**config.mk**
```make
export PLATFORM = sky130hd
export DESIGN_NAME = fp_to_fp32_convert_pipe
export DESIGN_NICKNAME = d
export VERILOG_FILES = /design/src/rtl/fp_conv_pkg.sv /design/src/rtl/fp_lane_to_fp32.sv /design/src/rtl/fp_leading_one.sv /design/src/rtl/fp_to_fp32_convert_pipe.sv
export SDC_FILE = /design/constraint.sdc
export NUM_CORES = 1
export LEC_CHECK = 0
export CORE_MARGIN = 5
export CORE_UTILIZATION = 33
export DETAILED_ROUTE_END_ITERATION = 16
export SYNTH_ARGS = -nofsm -noshare
export SYNTH_HDL_FRONTEND = slang
export SYNTH_SLANG_ARGS = --single-unit
export TNS_END_PERCENT = 100
```
**constraint.sdc**
```tcl
create_clock -name clk_i -period 4.1 [get_ports clk_i]
set_input_delay 0.615 -clock clk_i [delete_from_list [all_inputs] [get_ports clk_i]]
set_output_delay 0.615 -clock clk_i [all_outputs]
set_load 0.01 [all_outputs]
```
**src/rtl/fp_conv_pkg.sv**
```systemverilog
// Shared types and constants for the FP16/BF16 -> FP32 widening converter.
// Exponent constants are derived from the two format biases.
package fp_conv_pkg;

  typedef enum logic {
    FMT_FP16 = 1'b0,
    FMT_BF16 = 1'b1
  } fmt_e;

  localparam int FP16_BIAS             = 15;
  localparam int FP32_BIAS             = 127;
  localparam int FP16_TO_FP32_BIAS_ADJ = FP32_BIAS - FP16_BIAS;
  // A subnormal with leading one at bit p has true exponent p-24, so its FP32 exponent is p+103.
  localparam int SUBNORM_EXP_BASE      = FP16_TO_FP32_BIAS_ADJ - 9;
  localparam int FP32_QUIET_BIT        = 22;

endpackage

```
**src/rtl/fp_lane_to_fp32.sv**
```systemverilog
// One lane of the widening converter: a 16-bit FP16 or BF16 value to FP32, plus an sNaN flag.
// Purely combinational; the top registers around it.
module fp_lane_to_fp32
  import fp_conv_pkg::*;
#(
  parameter bit QUIET_SNAN = 1'b1
) (
  input  logic [15:0] i_data,
  input  fmt_e        i_fmt,
  output logic [31:0] o_fp32,
  output logic        o_is_snan
);

  logic       w_sign;
  logic [4:0] w_e16;
  logic [9:0] w_m16;
  logic [3:0] w_lead_pos;
  logic [9:0] w_sub_mant;
  logic [7:0] w_sub_exp;
  logic [7:0] w_norm_exp;
  logic       w_bf16_nan;

  assign w_sign = i_data[15];
  assign w_e16  = i_data[14:10];
  assign w_m16  = i_data[9:0];

  fp_leading_one #(.LEN(10)) u_lead (
    .i_vec (w_m16),
    .o_pos (w_lead_pos)
  );

  // Shifting the leading one out of the 10-bit field leaves the normalised fraction.
  assign w_sub_mant = w_m16 << (4'd10 - w_lead_pos);
  assign w_sub_exp  = 8'(SUBNORM_EXP_BASE) + {4'd0, w_lead_pos};
  assign w_norm_exp = {3'd0, w_e16} + 8'(FP16_TO_FP32_BIAS_ADJ);
  assign w_bf16_nan = (&i_data[14:7]) & (|i_data[6:0]);

  always_comb begin
    o_fp32    = '0;
    o_is_snan = 1'b0;
    if (i_fmt == FMT_BF16) begin
      o_fp32 = {i_data, 16'h0000};
      if (w_bf16_nan) begin
        o_is_snan = ~i_data[6];
        if (QUIET_SNAN) o_fp32[FP32_QUIET_BIT] = 1'b1;
      end
    end else if (w_e16 == 5'd0) begin
      if (w_m16 == 10'd0) o_fp32 = {w_sign, 31'd0};
      else                o_fp32 = {w_sign, w_sub_exp, w_sub_mant, 13'd0};
    end else if (w_e16 == 5'h1F) begin
      o_fp32 = {w_sign, 8'hFF, w_m16, 13'd0};
      if (w_m16 != 10'd0) begin
        o_is_snan = ~w_m16[9];
        if (QUIET_SNAN) o_fp32[FP32_QUIET_BIT] = 1'b1;
      end
    end else begin
      o_fp32 = {w_sign, w_norm_exp, w_m16, 13'd0};
    end
  end

endmodule

```
**src/rtl/fp_leading_one.sv**
```systemverilog
// Priority encoder: index of the most significant set bit of i_vec (0 when i_vec is zero).
module fp_leading_one #(
  parameter int LEN = 10,
  parameter int PW  = $clog2(LEN)
) (
  input  logic [LEN-1:0] i_vec,
  output logic [PW-1:0]  o_pos
);

  always_comb begin
    o_pos = '0;
    for (int i = 0; i < LEN; i++) begin
      if (i_vec[i]) o_pos = PW'(i);
    end
  end

endmodule

```
**src/rtl/fp_to_fp32_convert_pipe.sv**
```systemverilog
// LANES x {FP16|BF16} -> LANES x FP32 converter with valid/ready flow control.
// The whole pipeline advances together; a sticky flag records any accepted signalling NaN.
module fp_to_fp32_convert_pipe
  import fp_conv_pkg::*;
#(
  parameter int LANES      = 4,
  parameter int LATENCY    = 2,
  parameter bit QUIET_SNAN = 1'b1
) (
  input  logic                  clk_i,
  input  logic                  rst_i,
  input  logic                  in_valid_i,
  output logic                  in_ready_o,
  input  logic                  in_fmt_i,
  input  logic [LANES*16-1:0]   in_data_i,
  output logic                  out_valid_o,
  input  logic                  out_ready_i,
  output logic [LANES*32-1:0]   out_data_o,
  output logic                  snan_seen_o,
  input  logic                  clear_i
);

  logic                  w_advance;
  logic                  w_accept;
  logic                  r_s1_valid;
  fmt_e                  r_s1_fmt;
  logic [LANES*16-1:0]   r_s1_data;
  logic                  r_s1_new;
  logic [LANES*32-1:0]   w_conv;
  logic [LANES-1:0]      w_lane_snan;
  logic                  r_snan;

  assign w_advance  = ~out_valid_o | out_ready_i;
  assign in_ready_o = w_advance;
  assign w_accept   = in_valid_i & w_advance;

  always_ff @(posedge clk_i) begin
    if (rst_i) begin
      r_s1_valid <= 1'b0;
      r_s1_fmt   <= FMT_FP16;
      r_s1_data  <= '0;
      r_s1_new   <= 1'b0;
    end else begin
      r_s1_new <= w_accept;
      if (w_advance) begin
        r_s1_valid <= in_valid_i;
        if (in_valid_i) begin
          r_s1_fmt  <= fmt_e'(in_fmt_i);
          r_s1_data <= in_data_i;
        end
      end
    end
  end

  for (genvar k = 0; k < LANES; k++) begin : g_lane
    fp_lane_to_fp32 #(.QUIET_SNAN(QUIET_SNAN)) u_lane (
      .i_data    (r_s1_data[16*k +: 16]),
      .i_fmt     (r_s1_fmt),
      .o_fp32    (w_conv[32*k +: 32]),
      .o_is_snan (w_lane_snan[k])
    );
  end

  // Stage 1 holds the beat accepted last cycle while r_s1_new is high, so the sticky flag
  // becomes visible exactly one cycle after the accept without a second set of detectors.
  assign snan_seen_o = r_snan | (r_s1_new & (|w_lane_snan));

  always_ff @(posedge clk_i) begin
    if (rst_i) r_snan <= 1'b0;
    else       r_snan <= snan_seen_o & ~clear_i;
  end

  if (LATENCY >= 2) begin : g_lat2
    logic                r_s2_valid;
    logic [LANES*32-1:0] r_s2_data;

    always_ff @(posedge clk_i) begin
      if (rst_i) begin
        r_s2_valid <= 1'b0;
        r_s2_data  <= '0;
      end else if (w_advance) begin
        r_s2_valid <= r_s1_valid;
        r_s2_data  <= w_conv;
      end
    end

    assign out_valid_o = r_s2_valid;
    assign out_data_o  = r_s2_data;
  end else begin : g_lat1
    assign out_valid_o = r_s1_valid;
    assign out_data_o  = w_conv;
  end

endmodule

```
==> flow_summary.toml, run 1 <==
[die]
num_rows = 60
dieWidth_um = 175
start_util_pct = 33.4
io_pins = 201
die_y_um = 175
die_area_um2 = 30500
coreArea_um2 = 26800

[layout]
antennaDiodeCount = 0
drive_above_1_share_pct = 6.71
fill_cells = 2743
nNetsFinal = 1392
utilization_pct = 41.5
syn_to_final_growth_pct = 24.4
final_cells = 1667

[drt]
ant_nets = 0
wl_per_cell_um = 19.3
drt_iter0_markers = 820
drc = 0
num_vias = 9361
dr.pass1.iters = 5
via_per_inst = 5.62
drt_wl_total_um = 32100

[pwr]
power_frac_comb_pct = 28.6
pwr-share-clk_pct = 37.4
power.leakage_nw = 4.19
power.switching_w = 0.00158
vdd_drop_max_uv = 249
intPower_w = 0.00325
seqPwrFrac_pct = 34.1
switching_share_pct = 32.7
p_per_area_nw_per_um2 = 435

[timing]
fmax_mhz = 257
setup_ws_ns = 0.205
hold_viol = 0
timing.clock.skew_ns = 0.0117
hold_ws_ns = 0.450
slew_headroom_pct = 35.8
rsz0062_at_grt = "false"
final.setup.tns_ns = 0
period_share_pct = 95.0
worst_pin_slew_ns = 0.963
slew_violations = 0
finalCriticalPeriod_ns = 3.90
finalSetupViolCount = 0

[run_status]
status = "finished clean"

[synth]
ys.flop_type = "dfxtp_1"
synth_top_area_share_pct = 32.5
synth_xor_area_share_pct = 1.16
synthMostInstantiatedCell = "nand2_1"
yosysTopAreaCell = "dfxtp_1"
synth_edf_count = 0
syn_area_um2 = 8940
synth_top_family_by_area = "compound AO/OA/AOI/OAI gates"
synthMuxAreaShare_pct = 3.25
synth-simple-area-share_pct = 25.1
synth_common_cells = "nand2_1 (213), a21oi_1 (159), dfxtp_1 (145)"
yosys-top-cells-area = "dfxtp_1 (32%), nand2_1 (8.9%), a21oi_1 (8.9%)"
yosysSeqAreaShare_pct = 32.5
synth_seq_cells = 145
yosysWarningCount = 0
synth.distinct_cells = 74
synth_compound_area_share_pct = 26.3
syn_avg_cell_area_um2 = 7.28
synthAdderAreaFrac_pct = 1.12
syn_inst = 1228
async_flop_share_pct = 0

[critical_path]
arrival_ns = 3.28
cpLargestDelayFamily = "simple AND/OR/NAND/NOR gates"
critPathSlowestCell = "or4_4"
critPathKind = "register to output port"
worst-path-max-fanout = 10
crit_chain = "or4_4 -> nor4b_4 -> nor3b_1 -> a2111oi_1 -> a21boi_1 -> o22a_1 -> clkdlybuf4s50_1"
endpoint_kind = "output port"
cp_slowest_stage_delay_ns = 0.57
start_kind = "register"
crit_buf_inv = 1
critPathLaunch = "r_s1_data[38]"
r2r_start = "r_s1_data[38]"
cp.required_ns = 3.48

[placed_design]
dp_slack_ns = 0.573
port_buffers = 148
place.gp.congestion = 0.930
hpwlAfterDp_um = 22400
place_inst = 1636

[cts]
cts-hold-fix-buffers = 0
htreeDepth = 4
clk_pin_slew_ns = 0.06
cts_root_buf = "clkbuf_16"
cts_tree = "built"
numCtsBuffers = 17
cts_sinks = 145
cts.path.max_buffers = 2
clk_latency_ns = 0.43

[min_path]
min-delay-path-class = "register to register"
worstHoldStart = "out_data_o[30]"

[global_route]
grt_overflow = 0
grt_pass1_wl_um = 50700
grt_max_degree = 90
antenna_found_initial = 0
track_usage_pct = 20.4
grt_pass1_vias = 9049

[run]
timing.max_cap.violations = 0
==> power by group through the flow <==
stage	Clock, W	Sequential [W]	Combinational, W
floorplan	0	0.00165	0.000904
global placement	0	0.00167	0.00137
detailed placement	0	0.00167	0.00137
CTS	0.00183	0.00164	0.00137
global route	0.00190	0.00166	0.00151
finish	0.00181	0.00165	0.00138
==> registers in the layout, summed over array words and instances, names as in the netlist <==
register,count
out_data_o,76
out_valid_o,1
r_s1_data,64
r_s1_fmt,1
r_s1_new,1
r_s1_valid,1
r_snan,1
==> cell type report <==
cell class | instances | area [um^2] | share of cell area [%]
Inverter | 35 | 131 | 1.18
Tap cell | 341 | 427 | 3.84
Clock inverter | 13 | 234 | 2.10
Timing Repair Buffer | 175 | 1690 | 15.2
Multi-Input combinational cell | 940 | 5300 | 47.7
Clock buffer | 18 | 429 | 3.86
Sequential cell | 145 | 2900 | 26.1
==> worst reg2reg max path: stages (launching register included) <==
cell and delay [ns]:
dfxtp_1 0.58, inv_1 0.20, a311oi_1 0.50, and2_1 0.34
ha_1 0.52, inv_1 0.30, a21oi_1 0.21, a21oi_1 0.06
o221ai_1 0.09, nand3_1 0.11, a311oi_1 0.27
==> routing by layer <==
| metal | vias up | wire length (um) | track usage (%) |
|---|---|---|---|
| met5 | - | 0 | 0 |
| met4 | 0 | 521 | 5.11 |
| met3 | 47 | 2410 | 4.72 |
| met2 | 396 | 14900 | 32.9 |
| met1 | 4460 | 14300 | 27.6 |
| li1 | 4458 | - | - |
==> final timing paths <==
kind / to / slack [ns] / depth (start not counted)
setup reg to reg: out_data_o[85] / 0.83 / 10
setup / recovery: snan_seen_o / 0.20 / 7
hold reg to reg: out_data_o[30] / 0.45 / 2
hold / removal: out_data_o[30] / 0.45 / 2
==> cells in the final DEF, fill, tap and decap left out, types with 17 or more instances in the layout <==
master,n
nor3_1,51
and3_1,17
clkbuf_16,17
nor2_1,75
a221oi_1,18
nand2_1,212
nand3_1,25
inv_1,34
o211ai_1,22
dfxtp_1,145
a21oi_1,159
clkdlybuf4s50_1,147
or3_1,29
o21ai_0,51
nand2b_1,17
conb_1,52
buf_4,27
==> logic make-up after synthesis <==
family / Yosys count
multiplexers: 23
AND/OR/NAND/NOR: 478
flip-flops: 145
other: 1
XOR/XNOR: 11
buffers and inverters: 194
AO/OA/AOI/OAI: 368
adder cells (fa/ha/maj): 8
==> through the flow <==
step / power (W) / area, um^2
floorplan: 0.00256 / 9130
global placement: 0.00305 / 10500
detailed placement: 0.00304 / 10500
CTS: 0.00485 / 11100
global route: 0.00507 / 11100
finish: 0.00484 / 11100
==> what timing repair did <==
action / 4_1_cts / 5_1_grt
resized for setup: 0 / 1
buffers inserted: 0 / 0
setup endpoints to repair: 0 / 1
(Power assumes the default switching activity.)
==> run 2, diff against run 1 <==
clock period = 3.33 ns   (was 4.1 ns; I/O delays follow)
==> flow_summary.toml, run 2 (same netlist as run 1, synthesis figures left out) <==
[run_status]
status = "finished clean"

[critical_path]
r2r_cells = 11
endpoint_kind = "output port"
cp.required_ns = 2.83
start_kind = "register"
critPathLaunch = "r_s1_data[4]"
critPathKind = "register to output port"
worst-path-max-fanout = 3
r2r_start = "r_s1_data[54]"
arrival_ns = 2.65

[drt]
drc = 0
ant_nets = 0
via_per_inst = 5.52
wl_per_cell_um = 18.9
drt_iter0_markers = 802
dr.pass1.iters = 5
num_vias = 9409
drt_wl_total_um = 32300

[layout]
seq_area_um2 = 2900
multi_input_area_um2 = 5330
drive_above_1_share_pct = 9.53
nNetsFinal = 1429
final_cell_mix = "nand2_1 (212), a21oi_1 (159), clkdlybuf4s50_1 (146)"
post-route-cell-area_um2 = 11400
mostFrequentLayoutCell = "nand2_1"
syn_to_final_growth_pct = 27.2
antennaDiodeCount = 0
fill_cells = 2725
largest_reg_flops = 76

[timing]
fmax_mhz = 317
finalSetupViolCount = 0
final.setup.tns_ns = 0
slew_headroom_pct = 30.5
finalCriticalPeriod_ns = 3.15
period_share_pct = 94.7
slew_violations = 0
worst_pin_slew_ns = 1.04
rsz0062_at_grt = "false"
timing.clock.skew_ns = 0.00981
setup_ws_ns = 0.176
hold_viol = 0

[cts]
htreeDepth = 4
numCtsBuffers = 17
cts_root_buf = "clkbuf_16"
clk_pin_slew_ns = 0.06
cts_sinks = 145
cts.path.max_buffers = 2
cts-hold-fix-buffers = 0
clk_latency_ns = 0.43
cts_tree = "built"

[die]
num_rows = 60
die_area_um2 = 30500
dieWidth_um = 175
start_util_pct = 33.4
coreArea_um2 = 26800
die_y_um = 175
io_pins = 201

[min_path]
min-delay-path-class = "register to register"
worstHoldStart = "out_data_o[30]"
whs_path_depth = 2

[global_route]
grt_pass1_wl_um = 50900
grt_max_degree = 99
grt_overflow = 0
grt_pass1_vias = 9050
track_usage_pct = 20.5
antenna_found_initial = 0

[placed_design]
placed_area_um2 = 10700
place.gp.congestion = 0.871
dp_slack_ns = 0.0543
hpwlAfterDp_um = 22600
port_buffers = 148

[pwr]
power.leakage_nw = 4.37
p_total_w = 0.00585
vdd_drop_max_uv = 213
p_per_area_nw_per_um2 = 514

[run]
timing.max_cap.violations = 0
-- run 2: layer usage --
layer | global-route usage, % | share of wire [%]
met4 | 4.42 | 1.0
met2 | 33.0 | 46
met3 | 4.50 | 7.0
met5 | 0 | 0
met1 | 28.3 | 46
-- run 2: repair_timing --
item,4_1_cts,5_1_grt
hold endpoints to repair,0,0
pin swaps,1,1
setup buffers,1,0
resized for setup,5,3
setup endpoints to repair,1,1
-- run 2: path summary, 6_finish.rpt --
kind	end	slack, ns
setup / recovery	snan_seen_o	0.18
hold / removal	out_data_o[30]	0.45
setup reg to reg	out_data_o[111]	0.39
hold reg to reg	out_data_o[30]	0.45
-- run 2: area by class of cell --
cell class / count / area share, %
clock buffer: 23 / 4.29
clock inverter: 9 / 1.13
inverter: 35 / 1.15
multi-input combinational: 940 / 46.9
sequential: 145 / 25.5
tap: 341 / 3.75
timing repair buffer: 212 / 17.3
-- run 2: per-stage QoR --
step | std cells | hold slack (ns) | util [%]
final | 1705 | 0.451 | 42.5
after global routing | 1705 | 0.468 | 42.5
after CTS | 1705 | 0.452 | 42.4
after detailed placement | 1672 | 0.445 | 40.0
after global placement | 1672 | 0.439 | 40.0
after floorplan | 1279 | 0.437 | -
-- run 2: report_power, final --
group          total, W  internal, W  switching (W)
logic           0.00180     0.000788        0.00101
registers       0.00200      0.00188       0.000126
clock network   0.00204      0.00126       0.000784
-- run 2: critical path: stages, from the launching register on --
cell and delay [ns]:
dfxtp_1 0.31, or4_4 0.55, or4_4 0.53, a2111oi_4 0.31, a21boi_1 0.11, o22a_1 0.27, clkbuf_2 0.15
